## src/rtl/imem_dmem_arbiter_if.sv

```systemverilog
// Bus bundle between the IF/MEM stages, the arbiter and the memory port.
interface imem_dmem_arbiter_if;
  // fetch side
  logic        if_req_ip;
  logic [31:0] if_addr_ip;
  logic        if_abort_ip;
  logic        if_gnt_op;
  logic        if_rvalid_op;
  logic [31:0] if_rdata_op;
  // data side
  logic        dm_req_ip;
  logic        dm_we_ip;
  logic [3:0]  dm_be_ip;
  logic [31:0] dm_addr_ip;
  logic [31:0] dm_wdata_ip;
  logic        dm_gnt_op;
  logic        dm_rvalid_op;
  logic [31:0] dm_rdata_op;
  // memory side
  logic        mem_req_op;
  logic        mem_we_op;
  logic [3:0]  mem_be_op;
  logic [31:0] mem_addr_op;
  logic [31:0] mem_wdata_op;
  logic        mem_rvalid_ip;
  logic [31:0] mem_rdata_ip;

  // Arbiter view.
  modport master (
    input  if_req_ip, if_addr_ip, if_abort_ip,
    output if_gnt_op, if_rvalid_op, if_rdata_op,
    input  dm_req_ip, dm_we_ip, dm_be_ip, dm_addr_ip, dm_wdata_ip,
    output dm_gnt_op, dm_rvalid_op, dm_rdata_op,
    output mem_req_op, mem_we_op, mem_be_op, mem_addr_op, mem_wdata_op,
    input  mem_rvalid_ip, mem_rdata_ip
  );

  // Pipeline-stage / memory-model view.
  modport slave (
    output if_req_ip, if_addr_ip, if_abort_ip,
    input  if_gnt_op, if_rvalid_op, if_rdata_op,
    output dm_req_ip, dm_we_ip, dm_be_ip, dm_addr_ip, dm_wdata_ip,
    input  dm_gnt_op, dm_rvalid_op, dm_rdata_op,
    input  mem_req_op, mem_we_op, mem_be_op, mem_addr_op, mem_wdata_op,
    output mem_rvalid_ip, mem_rdata_ip
  );
endinterface

```

## src/rtl/imem_dmem_arbiter.sv

```systemverilog
// Single-outstanding DRAM port arbiter: data first, fetch starvation-bounded,
// flushed fetch responses dropped.
module imem_dmem_arbiter #(
  parameter int unsigned MAX_IF_WAIT = 4,
  parameter int unsigned CNT_W       = 3
) (
  input  logic                 clock,
  input  logic                 reset,
  imem_dmem_arbiter_if.master  bus
);

  typedef enum logic [1:0] {IDLE, IF_WAIT, DM_WAIT} state_t;

  localparam logic [CNT_W-1:0] MaxWait = CNT_W'(MAX_IF_WAIT);

  state_t            state_q, state_d;
  logic [CNT_W-1:0]  starve_cnt, starve_d;
  logic              drop_flag, drop_d;
  logic              dm_store_q, dm_store_d;
  logic              if_rvalid_q, if_rvalid_d;
  logic [31:0]       if_rdata_q, if_rdata_d;
  logic              dm_rvalid_q, dm_rvalid_d;
  logic [31:0]       dm_rdata_q, dm_rdata_d;

  logic              if_eff;
  logic              if_gnt, dm_gnt, mem_req, mem_we;
  logic [3:0]        mem_be;
  logic [31:0]       mem_addr, mem_wdata;

  assign if_eff = bus.if_req_ip & ~bus.if_abort_ip;

  // State and registered response outputs.
  always_ff @(posedge clock or negedge reset) begin
    if (!reset) begin
      state_q     <= IDLE;
      starve_cnt  <= '0;
      drop_flag   <= 1'b0;
      dm_store_q  <= 1'b0;
      if_rvalid_q <= 1'b0;
      if_rdata_q  <= '0;
      dm_rvalid_q <= 1'b0;
      dm_rdata_q  <= '0;
    end else begin
      state_q     <= state_d;
      starve_cnt  <= starve_d;
      drop_flag   <= drop_d;
      dm_store_q  <= dm_store_d;
      if_rvalid_q <= if_rvalid_d;
      if_rdata_q  <= if_rdata_d;
      dm_rvalid_q <= dm_rvalid_d;
      dm_rdata_q  <= dm_rdata_d;
    end
  end

  // Arbitration, next state and same-cycle grant/memory request.
  always_comb begin
    state_d     = state_q;
    starve_d    = starve_cnt;
    drop_d      = drop_flag;
    dm_store_d  = dm_store_q;
    if_rvalid_d = 1'b0;
    if_rdata_d  = if_rdata_q;
    dm_rvalid_d = 1'b0;
    dm_rdata_d  = dm_rdata_q;
    if_gnt      = 1'b0;
    dm_gnt      = 1'b0;
    mem_req     = 1'b0;
    mem_we      = 1'b0;
    mem_be      = 4'h0;
    mem_addr    = 32'h0;
    mem_wdata   = 32'h0;

    unique case (state_q)
      IDLE: begin
        if (bus.dm_req_ip && (starve_cnt < MaxWait)) begin
          dm_gnt     = 1'b1;
          mem_req    = 1'b1;
          mem_we     = bus.dm_we_ip;
          mem_be     = bus.dm_be_ip;
          mem_addr   = bus.dm_addr_ip;
          mem_wdata  = bus.dm_wdata_ip;
          dm_store_d = bus.dm_we_ip;
          state_d    = DM_WAIT;
          // data only wins below MaxWait, so this saturates at MaxWait
          if (if_eff) starve_d = CNT_W'(starve_cnt + 1'b1);
        end else if (if_eff) begin
          if_gnt   = 1'b1;
          mem_req  = 1'b1;
          mem_be   = 4'hF;
          mem_addr = bus.if_addr_ip;
          starve_d = '0;
          drop_d   = 1'b0;
          state_d  = IF_WAIT;
        end
      end
      IF_WAIT: begin
        if (bus.if_abort_ip) drop_d = 1'b1;
        if (bus.mem_rvalid_ip) begin
          state_d = IDLE;
          drop_d  = 1'b0;
          if (!drop_flag && !bus.if_abort_ip) begin
            if_rvalid_d = 1'b1;
            if_rdata_d  = bus.mem_rdata_ip;
          end
        end
      end
      DM_WAIT: begin
        if (bus.mem_rvalid_ip) begin
          state_d     = IDLE;
          dm_rvalid_d = 1'b1;
          dm_rdata_d  = dm_store_q ? 32'h0 : bus.mem_rdata_ip;
        end
      end
      default: state_d = IDLE;
    endcase

    // Combinational outputs are forced low while reset is asserted.
    if (!reset) begin
      if_gnt    = 1'b0;
      dm_gnt    = 1'b0;
      mem_req   = 1'b0;
      mem_we    = 1'b0;
      mem_be    = 4'h0;
      mem_addr  = 32'h0;
      mem_wdata = 32'h0;
    end
  end

  assign bus.if_gnt_op    = if_gnt;
  assign bus.dm_gnt_op    = dm_gnt;
  assign bus.mem_req_op   = mem_req;
  assign bus.mem_we_op    = mem_we;
  assign bus.mem_be_op    = mem_be;
  assign bus.mem_addr_op  = mem_addr;
  assign bus.mem_wdata_op = mem_wdata;
  assign bus.if_rvalid_op = if_rvalid_q;
  assign bus.if_rdata_op  = if_rdata_q;
  assign bus.dm_rvalid_op = dm_rvalid_q;
  assign bus.dm_rdata_op  = dm_rdata_q;

endmodule

```

## src/flat_wrapper.sv

```systemverilog
// flat-port wrapper written by rule: the top's interface ports become plain ports
module imem_dmem_arbiter_flat 
#(
  parameter int unsigned MAX_IF_WAIT = 4,
  parameter int unsigned CNT_W       = 3
)
  (clock, reset, bus_if_req_ip, bus_if_addr_ip, bus_if_abort_ip, bus_if_gnt_op, bus_if_rvalid_op, bus_if_rdata_op, bus_dm_req_ip, bus_dm_we_ip, bus_dm_be_ip, bus_dm_addr_ip, bus_dm_wdata_ip, bus_dm_gnt_op, bus_dm_rvalid_op, bus_dm_rdata_op, bus_mem_req_op, bus_mem_we_op, bus_mem_be_op, bus_mem_addr_op, bus_mem_wdata_op, bus_mem_rvalid_ip, bus_mem_rdata_ip);
  imem_dmem_arbiter_if bus_i ();
  input  logic clock;
  input  logic reset;
  input wire logic [$bits(bus_i.if_req_ip)-1:0] bus_if_req_ip;
  input wire logic [$bits(bus_i.if_addr_ip)-1:0] bus_if_addr_ip;
  input wire logic [$bits(bus_i.if_abort_ip)-1:0] bus_if_abort_ip;
  output wire logic [$bits(bus_i.if_gnt_op)-1:0] bus_if_gnt_op;
  output wire logic [$bits(bus_i.if_rvalid_op)-1:0] bus_if_rvalid_op;
  output wire logic [$bits(bus_i.if_rdata_op)-1:0] bus_if_rdata_op;
  input wire logic [$bits(bus_i.dm_req_ip)-1:0] bus_dm_req_ip;
  input wire logic [$bits(bus_i.dm_we_ip)-1:0] bus_dm_we_ip;
  input wire logic [$bits(bus_i.dm_be_ip)-1:0] bus_dm_be_ip;
  input wire logic [$bits(bus_i.dm_addr_ip)-1:0] bus_dm_addr_ip;
  input wire logic [$bits(bus_i.dm_wdata_ip)-1:0] bus_dm_wdata_ip;
  output wire logic [$bits(bus_i.dm_gnt_op)-1:0] bus_dm_gnt_op;
  output wire logic [$bits(bus_i.dm_rvalid_op)-1:0] bus_dm_rvalid_op;
  output wire logic [$bits(bus_i.dm_rdata_op)-1:0] bus_dm_rdata_op;
  output wire logic [$bits(bus_i.mem_req_op)-1:0] bus_mem_req_op;
  output wire logic [$bits(bus_i.mem_we_op)-1:0] bus_mem_we_op;
  output wire logic [$bits(bus_i.mem_be_op)-1:0] bus_mem_be_op;
  output wire logic [$bits(bus_i.mem_addr_op)-1:0] bus_mem_addr_op;
  output wire logic [$bits(bus_i.mem_wdata_op)-1:0] bus_mem_wdata_op;
  input wire logic [$bits(bus_i.mem_rvalid_ip)-1:0] bus_mem_rvalid_ip;
  input wire logic [$bits(bus_i.mem_rdata_ip)-1:0] bus_mem_rdata_ip;
  assign bus_i.if_req_ip = bus_if_req_ip;
  assign bus_i.if_addr_ip = bus_if_addr_ip;
  assign bus_i.if_abort_ip = bus_if_abort_ip;
  assign bus_if_gnt_op = bus_i.if_gnt_op;
  assign bus_if_rvalid_op = bus_i.if_rvalid_op;
  assign bus_if_rdata_op = bus_i.if_rdata_op;
  assign bus_i.dm_req_ip = bus_dm_req_ip;
  assign bus_i.dm_we_ip = bus_dm_we_ip;
  assign bus_i.dm_be_ip = bus_dm_be_ip;
  assign bus_i.dm_addr_ip = bus_dm_addr_ip;
  assign bus_i.dm_wdata_ip = bus_dm_wdata_ip;
  assign bus_dm_gnt_op = bus_i.dm_gnt_op;
  assign bus_dm_rvalid_op = bus_i.dm_rvalid_op;
  assign bus_dm_rdata_op = bus_i.dm_rdata_op;
  assign bus_mem_req_op = bus_i.mem_req_op;
  assign bus_mem_we_op = bus_i.mem_we_op;
  assign bus_mem_be_op = bus_i.mem_be_op;
  assign bus_mem_addr_op = bus_i.mem_addr_op;
  assign bus_mem_wdata_op = bus_i.mem_wdata_op;
  assign bus_i.mem_rvalid_ip = bus_mem_rvalid_ip;
  assign bus_i.mem_rdata_ip = bus_mem_rdata_ip;
  imem_dmem_arbiter #(.MAX_IF_WAIT(MAX_IF_WAIT), .CNT_W(CNT_W)) u_core (.clock(clock), .reset(reset), .bus(bus_i));
endmodule
```

## config.mk

```make
export PLATFORM = sky130hd
export DESIGN_NAME = imem_dmem_arbiter_flat
export DESIGN_NICKNAME = d
export VERILOG_FILES = /design/src/rtl/imem_dmem_arbiter_if.sv /design/src/rtl/imem_dmem_arbiter.sv /design/src/flat_wrapper.sv
export SDC_FILE = /design/constraint.sdc
export NUM_CORES = 1
export LEC_CHECK = 0
export ABC_AREA = 1
export BUFFER_PORTS_ARGS = -buffer_cell sky130_fd_sc_hd__buf_2
export CAP_MARGIN = 20
export CORE_AREA = 2 2 107 109
export CTS_BUF_LIST = sky130_fd_sc_hd__clkbuf_4 sky130_fd_sc_hd__clkbuf_8
export CTS_CLUSTER_SIZE = 25
export DETAILED_ROUTE_END_ITERATION = 6
export DIE_AREA = 0 0 109 111
export PLACE_DENSITY = 0.74
export SYNTH_ARGS = -nofsm -noshare
export SYNTH_HDL_FRONTEND = slang
export SYNTH_SLANG_ARGS = --single-unit
```

## constraint.sdc

```tcl
create_clock -name clock -period 1.3 [get_ports clock]
set_input_delay 0.065 -clock clock [delete_from_list [all_inputs] [get_ports clock]]
set_output_delay 0.065 -clock clock [all_outputs]
set_load 0.01 [all_outputs]
```

# == After elaboration in Yosys (flattened, before gate mapping) ==
# Cells that the tools add are included.
# totals
wordCells,74
inputBits,139
reg_bits,73
out_inout_bits,138
# classes
n_addsub,1
bitwise,2
order_cmp,1
mux,42
eq_ne,7
n_reduce_logical,13
# op_table
operator,count
$mux 32,8
$mux 1,22
$mux 4,4
$mux 3,3
$reduce_and 2->1,4
$mux 2,3
$ne 2x1->1 const B,2
$pmux 2 s2,1
$reduce_and 4->1,1
$add 3x1->3 const B,1
$lt 3x3->1 const B,1
$ne 3x1->1 const B,1
$ne 3x3->1 const B,1
$reduce_and 3->1,1
$eq 2x1->1 const B,1
$eq 2x2->1 const B,1
$logic_and 1x1->1,2
$logic_not 1->1,2
$logic_not 2->1,1
$ne 2x2->1 const B,1
$pmux 1 s2,1
$reduce_bool 2->1,1
$reduce_or 2->1,1
$and 1x1->1,1
$not 1->1,1

# == Logic depth before layout (Yosys ltp) ==
# Gate-level depths: netlist of run 1.
# depth
ltp_word,6
ltp_mapped,8

# == Worst setup path before layout of run 1 ==
# Ideal clock, no wire load.
# synth_timing
path_kind,reg-to-output
start,register u_core.state_q[0]
end,output bus_mem_wdata_op[10]
slack_ns,-0.134
stages_incl_launch_ff,8
arrival_time_ns,1.369
n_path_buf,1
cell_sequence,dfrtp_1 inv_1 ha_1 nand2_1 nor2_2 inv_2 buf_6 nor2_1
# synth_between
elab_chain_len,3
# synth_lines
element,line_no,source
from (decl),imem_dmem_arbiter.sv:16,"state_t state_q, state_d;"
from (signal assigned),imem_dmem_arbiter.sv:44,state_q <= state_d;
$logic_not 2->1,imem_dmem_arbiter.sv:73,unique case (state_q)
$mux 32,imem_dmem_arbiter.sv:73,
$mux 32,imem_dmem_arbiter.sv:118,if (!reset) begin
to (decl),flat_wrapper.sv:29,output wire logic [$bits(bus_i.mem_wdata_op)-1:0] bus_mem_wdata_op;
# Every way passes these cells.

# == Worst setup path after layout of run 1 ==
# layout_timing
start,register u_core.state_q[1]
end,output bus_mem_addr_op[26]
# layout_between
elab_chain_len,3
# layout_lines
element,line_no,source
$logic_not 2->1,imem_dmem_arbiter.sv:73,
$mux 32,imem_dmem_arbiter.sv:73,
$mux 32,imem_dmem_arbiter.sv:118,
to (decl),flat_wrapper.sv:28,output wire logic [$bits(bus_i.mem_addr_op)-1:0] bus_mem_addr_op;
# Every way passes these cells.

==> results of run 1 <==
## power groups by stage
stage	registers (µW)	logic, µW	clock network [µW]
after CTS	3820	6360	2020
after global routing	3990	7690	2160
after global placement	3820	5180	0
final	3900	7100	2000
after floorplan	4250	2480	0
after detailed placement	3840	5300	0
## stage by stage
stage                     setup TNS, ns  area, µm²
after floorplan                       0       4093
after global placement           -1.874       5821
after detailed placement         -3.591       5821
after CTS                        -34.27       7038
after global routing             -46.20       7557
final                            -35.40       7557
## state kept, by name, indices dropped and copies added, names as in the netlist
signal                   cells
u_core.bus.dm_rdata_op      32
u_core.bus.dm_rvalid_op      1
u_core.bus.if_rdata_op      32
u_core.bus.if_rvalid_op      1
u_core.dm_store_q            1
u_core.drop_flag             1
u_core.starve_cnt            3
u_core.state_q               2
## layer usage
layer  vias to the layer above  track usage
met3                        35      0.04527
met4                         0      0.09487
met2                       257       0.4890
li1                       2313            -
met1                      2288       0.2889
met5                         -            0
## cell type report
cell class | instances | area, µm² | area share
Clock buffer | 9 | 123.9 | 0.01639
Clock inverter | 6 | 92.59 | 0.01225
Inverter | 50 | 200.2 | 0.02649
Multi-Input combinational cell | 372 | 2287 | 0.3026
Sequential cell | 73 | 1827 | 0.2417
Tap cell | 143 | 178.9 | 0.02368
Timing Repair Buffer | 373 | 2848 | 0.3768
## what timing repair did
item                                   CTS  global route
pin swaps                                5            25
hold buffers                            31             0
setup endpoints to repair              110           143
buffers inserted                        14            14
cloned                                   7             6
resized for setup                       84           126
endpoints found under the hold margin  131             0
## synthesized netlist by cell type (2+ instances only)
| library cell | number | area share |
|---|---|---|
| nand2_2 | 7 | 0.011 |
| buf_4 | 8 | 0.016 |
| o31ai_1 | 3 | 0.0059 |
| buf_8 | 2 | 0.0078 |
| a21oi_1 | 32 | 0.042 |
| buf_2 | 9 | 0.012 |
| clkbuf_1 | 5 | 0.0049 |
| nor2_1 | 46 | 0.045 |
| nand3_1 | 7 | 0.0091 |
| inv_1 | 45 | 0.044 |
| inv_2 | 4 | 0.0039 |
| nand2_1 | 228 | 0.22 |
| ha_1 | 5 | 0.016 |
| buf_6 | 4 | 0.012 |
| o21ai_0 | 18 | 0.023 |
| dfrtp_1 | 73 | 0.48 |
| o21ai_1 | 18 | 0.023 |
## critical path, cell delays in order (launching register included)
cell and delay [ns]:
dfrtp_1 0.40, inv_2 0.10, buf_6 0.12, ha_4 0.14, nand2_2 0.08, buf_12 0.16
a21oi_1 0.11, buf_2 0.16
## worst max-delay path by stage
stage	slack [ns]	startpoint	endpoint
after global placement	-0.05	u_core.state_q[1]	bus_mem_wdata_op[11]
after floorplan	0.02	u_core.state_q[1]	bus_mem_wdata_op[10]
after detailed placement	-0.09	u_core.state_q[0]	u_core.starve_cnt[2]
final	-0.40	u_core.state_q[1]	bus_mem_addr_op[26]
after CTS	-0.41	u_core.state_q[0]	bus_mem_wdata_op[7]
after global routing	-0.50	u_core.state_q[0]	bus_mem_addr_op[17]
## cell families (layout without fill, tap and decap cells)
group | Yosys count | count (layout)
flip-flops | 73 | 73
AND/OR/NAND/NOR | 293 | 293
AO/OA/AOI/OAI | 74 | 74
buffers and inverters | 79 | 438
adder cells (fa/ha/maj) | 5 | 5
==> impl_metrics.tcl, run 1 <==
set metrics [dict create \
    clk_pin_slew_ns 0.08 \
    min_path_cells 3 \
    core_um2 11080 \
    switchingPower_uw 5375 \
    synth-main-ff-cell "dfrtp_1" \
    status "finished, violations left" \
    cp.arrival_ns 1.63 \
    ys_seq_area_frac 0.4759 \
    drt_iter0_markers 410 \
    routed_wirelength_mm 17.27 \
    synth-simple-area-share 0.3005 \
    cts_buffer_depth 2 \
    p_sw_frac 0.4133 \
    p_leak_uw 0.004149 \
    setup_viol 140 \
    grt_max_degree 38 \
    cts.root.buffer_cell "clkbuf_8" \
    grt_usage 0.2617 \
    drv_slew 0 \
    cts_sinks 73 \
    htreeDepth 3 \
    grt_pass1_wl_mm 24.29 \
    syn_area_per_cell_um2 7.326 \
    dieArea_um2 12100 \
    finClkSkew_ns 0.005593 \
    cp-end-kind "output pin" \
    p_clk_frac 0.154 \
    yosys.area_share.xor_xnor 0 \
    fmax_mhz 588.6 \
    power_density_nw_per_um2 1721 \
    synth_fp_nets 668 \
    antenna_found_initial 0 \
    setup_ws_ns -0.3989 \
    required_ns 1.24 \
    gr-total-overflow 0 \
    violations "negative setup slack" \
    yosys_warnings 0 \
    max_cap_violations 0 \
    yosysUniqueCellTypes 27 \
    die_h_um 111 \
    viasPerCell 4.769 \
    r2r_slack_ns -0.25 \
    r2r-start "u_core.state_q[0]" \
    r2r_end "u_core.bus.dm_rdata_op[18]" \
    timing.final.crit_share 1.307 \
    cts_buffers 9 \
    dp_hpwl_mm 11.29 \
    hp-start "bus_mem_rdata_ip[15]" \
    fin_hold_ws_ns 0.03067 \
    hp-class "input pin to flop" \
    layout.nets 1023 \
    post_drt_wl_per_cell_um 16.83 \
    synth_compound_area_frac 0.1007 \
    top_layer_used "met4" \
    die_x_um 109 \
    crit_fanout 25 \
    layout_commonest_cell "buf_2" \
    num_vias 4893 \
    clock_latency_ns 0.35 \
    synth_adder_area_share 0.01630 \
    core.rowCount 39 \
    synth_mux_area_frac 0 \
    cts_tree "built" \
    r2r_cells 9 \
    p_int_uw 7632 \
    finalHoldViolCount 0 \
    crit_type "flop to output pin" \
    dr_wl_met2_mm 9.627 \
    utilization 0.6823 \
    relSlewSlack 0.6794 \
    drtAntennaViolNets 0 \
    total_power_uw 13010 \
    drt_pre_antenna_iters 5 \
    place_ws_ns -0.08931 \
    diodes 0 \
    rsz0062_at_grt "yes" \
    seqPwrFrac 0.300 \
    p_comb_frac 0.546 \
    drive_above_1_share 0.5674 \
    synth_cells 524 \
    start_util 0.3465 \
    start_kind "flop" \
    grt_pass1_vias 4765 \
    synth_edf_count 0 \
    tightest_slew_ns 0.4810 \
    fin_crit_ns 1.699 \
    placed_cells 948 \
    nFillCells 895 \
    netlist_area_um2 3839 \
    io_pins 277 \
    globalplace.congestion 0.8388 \
    final_cell_mix "buf_2, nand2_1, dfrtp_1, buf_6, nand2_2" \
    synth_seq_cells 73 \
    synth_top_family_by_area "simple AND/OR/NAND/NOR gates" \
    worst_ir_drop_vdd_mv 1.179 \
    area_growth_pct 96.87 \
    async_flop_share 1.000 \
    wl_met3_mm 1.179 \
    met1Wirelength_mm 5.967 \
    io_buffers 276 \
    fin_cells 1026 \
    whs_endpoint "u_core.bus.dm_rdata_op[15]" \
    drc 0 \
]
(Power assumes the default switching activity.)
==> inputs of run 2 (changes only) <==
- GPL_TIMING_DRIVEN: not set -> 0
==> run 2 against run 1 <==
The run ends with negative hold slack, negative setup slack left. Die area unchanged. Via count down 1.4%. Non-clock buffer count down 3. Flip-flop and latch count unchanged. Clock-buffer cell count up 1. Hold slack worse by 0.092 ns. Core utilization down 4.8 points. Critical path type unchanged.
==> impl_metrics.tcl, run 2 (synthesized netlist as in run 1, its figures left out) <==
set metrics [dict create \
    drc 0 \
    total_power_uw 11840 \
    diodes 0 \
    final_area_um2 7029 \
    fin_cells 1024 \
    grt_usage 0.2594 \
    cp-end-kind "output pin" \
    start_kind "flop" \
    power_density_nw_per_um2 1684 \
    globalplace.congestion 0.7982 \
    violations "negative hold slack, negative setup slack" \
    drtAntennaViolNets 0 \
    htreeDepth 3 \
    io_pins 277 \
    p_leak_uw 0.003948 \
    placed_cells 944 \
    crit_fanout 10 \
    grt_max_degree 55 \
    start_util 0.3465 \
    area_growth_pct 83.12 \
    path_cells "inv_2 -> ha_2 -> nand2_2 -> buf_6 -> a21oi_1 -> buf_2" \
    timing.final.crit_share 1.432 \
    finClkSkew_ns 0.01206 \
    fin_hold_ws_ns -0.06105 \
    grt_pass1_wl_mm 24.27 \
    antenna_found_initial 0 \
    cts_tree "built" \
    fin_crit_ns 1.861 \
    final_cell_mix "buf_2, nand2_1, dfrtp_1, inv_1" \
    setup_viol 135 \
    dp_hpwl_mm 11.37 \
    viasPerCell 4.711 \
    die_h_um 111 \
    cts_hold_buf 36 \
    io_buffers 276 \
    finalHoldViolCount 51 \
    drv_slew 0 \
    worst_ir_drop_vdd_mv 1.177 \
    cpPeakStageDelay_ns 0.41 \
    status "finished, violations left" \
    cts_buffers 9 \
    routed_wirelength_mm 16.15 \
    required_ns 1.24 \
    utilization 0.6346 \
    rsz0062_at_grt "yes" \
    clk_pin_slew_ns 0.08 \
    post_drt_wl_per_cell_um 15.77 \
    tightest_slew_ns 0.3866 \
    cts_sinks 73 \
    setup_ws_ns -0.5611 \
    relSlewSlack 0.7423 \
    place_area_um2 5683 \
    fmax_mhz 537.3 \
    core.rowCount 39 \
    crit_type "flop to output pin" \
    drive_above_1_share 0.5006 \
    drt_pre_antenna_iters 5 \
    num_vias 4824 \
    core_um2 11080 \
    cp_slowest_cell "dfrtp_1" \
    grt_pass1_vias 4756 \
    dieArea_um2 12100 \
    layout.nets 1020 \
    clock_latency_ns 0.36 \
    gr-total-overflow 0 \
    die_x_um 109 \
    max_cap_violations 0 \
    drt_iter0_markers 322 \
    cts_buffer_depth 2 \
    cp.arrival_ns 1.80 \
    cts.root.buffer_cell "clkbuf_8" \
    layout_commonest_cell "buf_2" \
    hp-class "input pin to asynchronous set/reset pin" \
]
## run 2: changes by cell type in the layout (fill, tap and decap cells not counted), moves of 10 or more
cell / change
o21ai_0: +10
nand2_2: -28
buf_8: +13
buf_2: +24
buf_4: -10
buf_6: -23
nand2_4: -14
nand2_1: +43
## run 2: metal layers
layer	wire (µm)	track usage	vias up	part of all wire
met4	280	0.08120	0	0.017
met5	0	0	-	0
li1	-	-	2308	-
met3	1133	0.05056	27	0.070
met1	5848	0.2889	2249	0.36
met2	8891	0.4845	240	0.55
## run 2: worst paths after layout
kind | startpoint | endpoint | slack, ns | cells past startpoint
max in group asynchronous | reset | u_core.bus.dm_rdata_op[27] | 0.47 | 6
setup reg to reg | u_core.state_q[1] | u_core.bus.if_rdata_op[22] | -0.24 | 9
hold reg to reg | u_core.bus.if_rdata_op[5] | u_core.bus.if_rdata_op[5] | 0.48 | 2
setup / recovery | u_core.state_q[1] | bus_mem_addr_op[29] | -0.56 | 6
hold / removal | reset | u_core.bus.dm_rdata_op[19] | -0.06 | 5
min in group clock | bus_dm_req_ip | u_core.dm_store_q | 0.05 | 3
## run 2: cell type report
| cell class | count | area [µm²] |
|---|---|---|
| Buffer | 28 | 361.6 |
| Clock buffer | 10 | 137.6 |
| Clock inverter | 6 | 42.54 |
| Fill cell | 942 | 4048 |
| Inverter | 50 | 200.2 |
| Multi-Input combinational cell | 372 | 2019 |
| Sequential cell | 73 | 1827 |
| Tap cell | 143 | 178.9 |
| Timing Repair Buffer | 342 | 2262 |
## run 2: where the power goes
| part | internal, µW | leakage (µW) | total (µW) | switching (µW) |
|---|---|---|---|---|
| sequential | 3270 | 0.000930 | 3900 | 629 |
| clock | 748 | 0.0000887 | 1650 | 906 |
| combinational | 2800 | 0.00293 | 6290 | 3480 |
| total | 6820 | 0.00395 | 11800 | 5020 |
## run 2: worst max-delay path: cells and delay by family, from the launching register on
family                     cells  cell delay (ns)
buffers and inverters          3             0.47
DFF                            1             0.41
AOI/OAI and AO/OA              1             0.18
adders and majority gates      1             0.23
and+or+nand+nor                1             0.15
## run 2: repair_timing
action | in CTS | in global routing
gates cloned | 6 | 0
endpoints found under the hold margin | 134 | 51
setup buffers | 19 | 4
endpoints found under the setup margin | 140 | 142
gates resized for setup | 84 | 45
pin swaps | 6 | 5
## run 2: metrics by stage
| stage | TNS [ns] | worst slack, ns |
|---|---|---|
| 3_3_place_gp | -123.54 | -1.387 |
| 5_1_grt | -48.23 | -0.5816 |
| 4_1_cts | -39.62 | -0.5485 |
| 3_5_place_dp | -30.56 | -0.4077 |
| 2_1_floorplan | 0 | 0.01593 |
| 6_report | -39.51 | -0.5611 |
==> inputs of run 3 (changes only) <==
- CORE_AREA: 2 2 107 109 -> 2 2 108 110
- CTS_BUF_LIST: sky130_fd_sc_hd__clkbuf_4 sky130_fd_sc_hd__clkbuf_8 -> not set
- DIE_AREA: 0 0 109 111 -> 0 0 110 112
- PLACE_DENSITY: 0.74 -> 0.72
==> run 3 against run 2 <==
The run still ends with negative hold slack, negative setup slack left. Die area grew 1.8%. Global-route usage is 0.37 points higher. Clock power is 41% higher. Via count is 1.0% higher. Highest routed layer unchanged.
==> impl_metrics.tcl, run 3 (synthesized netlist as in run 1, its figures left out) <==
set metrics [dict create \
    cts_buffer_depth 2 \
    drt_iter0_markers 344 \
    dieArea_um2 12320 \
    total_power_uw 13340 \
    area_growth_pct 96.15 \
    placed_cells 944 \
    grt_pass1_wl_mm 24.76 \
    num_vias 4872 \
    hp-class "input pin to asynchronous set/reset pin" \
    core.rowCount 39 \
    start_util 0.3435 \
    tightest_slew_ns 0.4731 \
    nFillCells 880 \
    grt_usage 0.2632 \
    diodes 0 \
    setup_viol 141 \
    cts_buffers 9 \
    status "finished, violations left" \
    globalplace.congestion 0.7977 \
    die_x_um 110 \
    final_cell_mix "buf_2, nand2_1, dfrtp_1, buf_6, inv_1" \
    cts.root.buffer_cell "clkbuf_16" \
    cts_hold_buf 30 \
    fin_crit_ns 1.759 \
    crit_fanout 10 \
    fin_hold_ws_ns -0.3142 \
    finClkSkew_ns 0.004559 \
    grt_max_degree 44 \
    clock_latency_ns 0.33 \
    fmax_mhz 568.6 \
    layout.nets 1027 \
    core_um2 11170 \
    die_h_um 112 \
    fin_cells 1031 \
    relSlewSlack 0.6846 \
    place_area_um2 5675 \
    io_buffers 276 \
    viasPerCell 4.726 \
    crit_type "flop to output pin" \
    start_kind "flop" \
    power_density_nw_per_um2 1772 \
    drtAntennaViolNets 0 \
    p_leak_uw 0.004113 \
    finalHoldViolCount 33 \
    final_area_um2 7530 \
    drc 0 \
    timing.final.crit_share 1.353 \
    violations "negative hold slack, negative setup slack" \
    rsz0062_at_grt "yes" \
    htreeDepth 3 \
    worst_ir_drop_vdd_mv 1.319 \
    cp.arrival_ns 1.69 \
    clk_pin_slew_ns 0.06 \
    max_cap_violations 0 \
    utilization 0.6738 \
    post_drt_wl_per_cell_um 16.32 \
    cts_sinks 73 \
    grt_pass1_vias 4929 \
    routed_wirelength_mm 16.83 \
    dp_hpwl_mm 11.32 \
    drive_above_1_share 0.5405 \
    layout_commonest_cell "buf_2" \
    setup_ws_ns -0.4587 \
    regArea_um2 1827 \
    required_ns 1.24 \
    gr-total-overflow 0 \
    io_pins 277 \
    drv_slew 0 \
    drt_pre_antenna_iters 4 \
    cts_tree "built" \
    multiInputGateArea_um2 2175 \
    antenna_found_initial 0 \
    cp-end-kind "output pin" \
]
## run 3: timing repair
item                                    in CTS  in global routing
resized for setup                          157                 74
endpoints found under the setup margin     139                142
buffers inserted                            26                  8
cloned                                      12                  1
pin swaps                                    7                 10
hold endpoints to repair                    81                 33
## run 3: worst paths after layout
path / to / depth (start not counted) / start / slack (ns)
setup / recovery: bus_mem_addr_op[5] / 7 / u_core.state_q[0] / -0.46
max in group asynchronous: u_core.starve_cnt[1] / 2 / reset / 1.01
hold / removal: u_core.bus.dm_rdata_op[16] / 1 / reset / -0.31
min in group clock: u_core.bus.dm_rdata_op[15] / 3 / bus_mem_rdata_ip[15] / 0.04
setup reg to reg: u_core.bus.dm_rdata_op[23] / 10 / u_core.state_q[0] / -0.38
hold reg to reg: u_core.bus.if_rdata_op[29] / 2 / u_core.bus.if_rdata_op[29] / 0.48
## run 3: routing by layer
layer	wire length [µm]	vias to the layer above	global-route usage
met5	0	-	0
met4	477	0	0.1004
met3	1159	40	0.04450
li1	-	2333	-
met2	9198	242	0.4990
met1	5989	2257	0.2824
## run 3: where the power goes
part	switching, µW	internal [µW]
sequential	654	3280
clock	932	1390
combinational	3750	3340
total	5330	8010
## run 3: final cells by class
| cell class | count | area share |
|---|---|---|
| tap | 143 | 0.02376 |
| multi-input combinational | 372 | 0.2888 |
| inverter | 50 | 0.02758 |
| timing repair buffer | 349 | 0.3283 |
| clock inverter | 4 | 0.003656 |
| buffer | 28 | 0.05118 |
| clock buffer | 12 | 0.03406 |
| sequential | 73 | 0.2426 |
## run 3: stage by stage
step / setup TNS (ns) / setup WS, ns
after floorplan: 0 / 0.01593
after global placement: -122.96 / -1.346
after detailed placement: -34.81 / -0.4551
after CTS: -49.79 / -0.4667
after global routing: -55.39 / -0.5282
final: -47.17 / -0.4587
## run 3: worst max-delay path: stages, from the launching register on
cell and delay, ns:
dfrtp_1 0.39, inv_2 0.10, buf_4 0.13, ha_4 0.16
nand2_4 0.11, buf_8 0.18, a21oi_2 0.13, buf_2 0.15
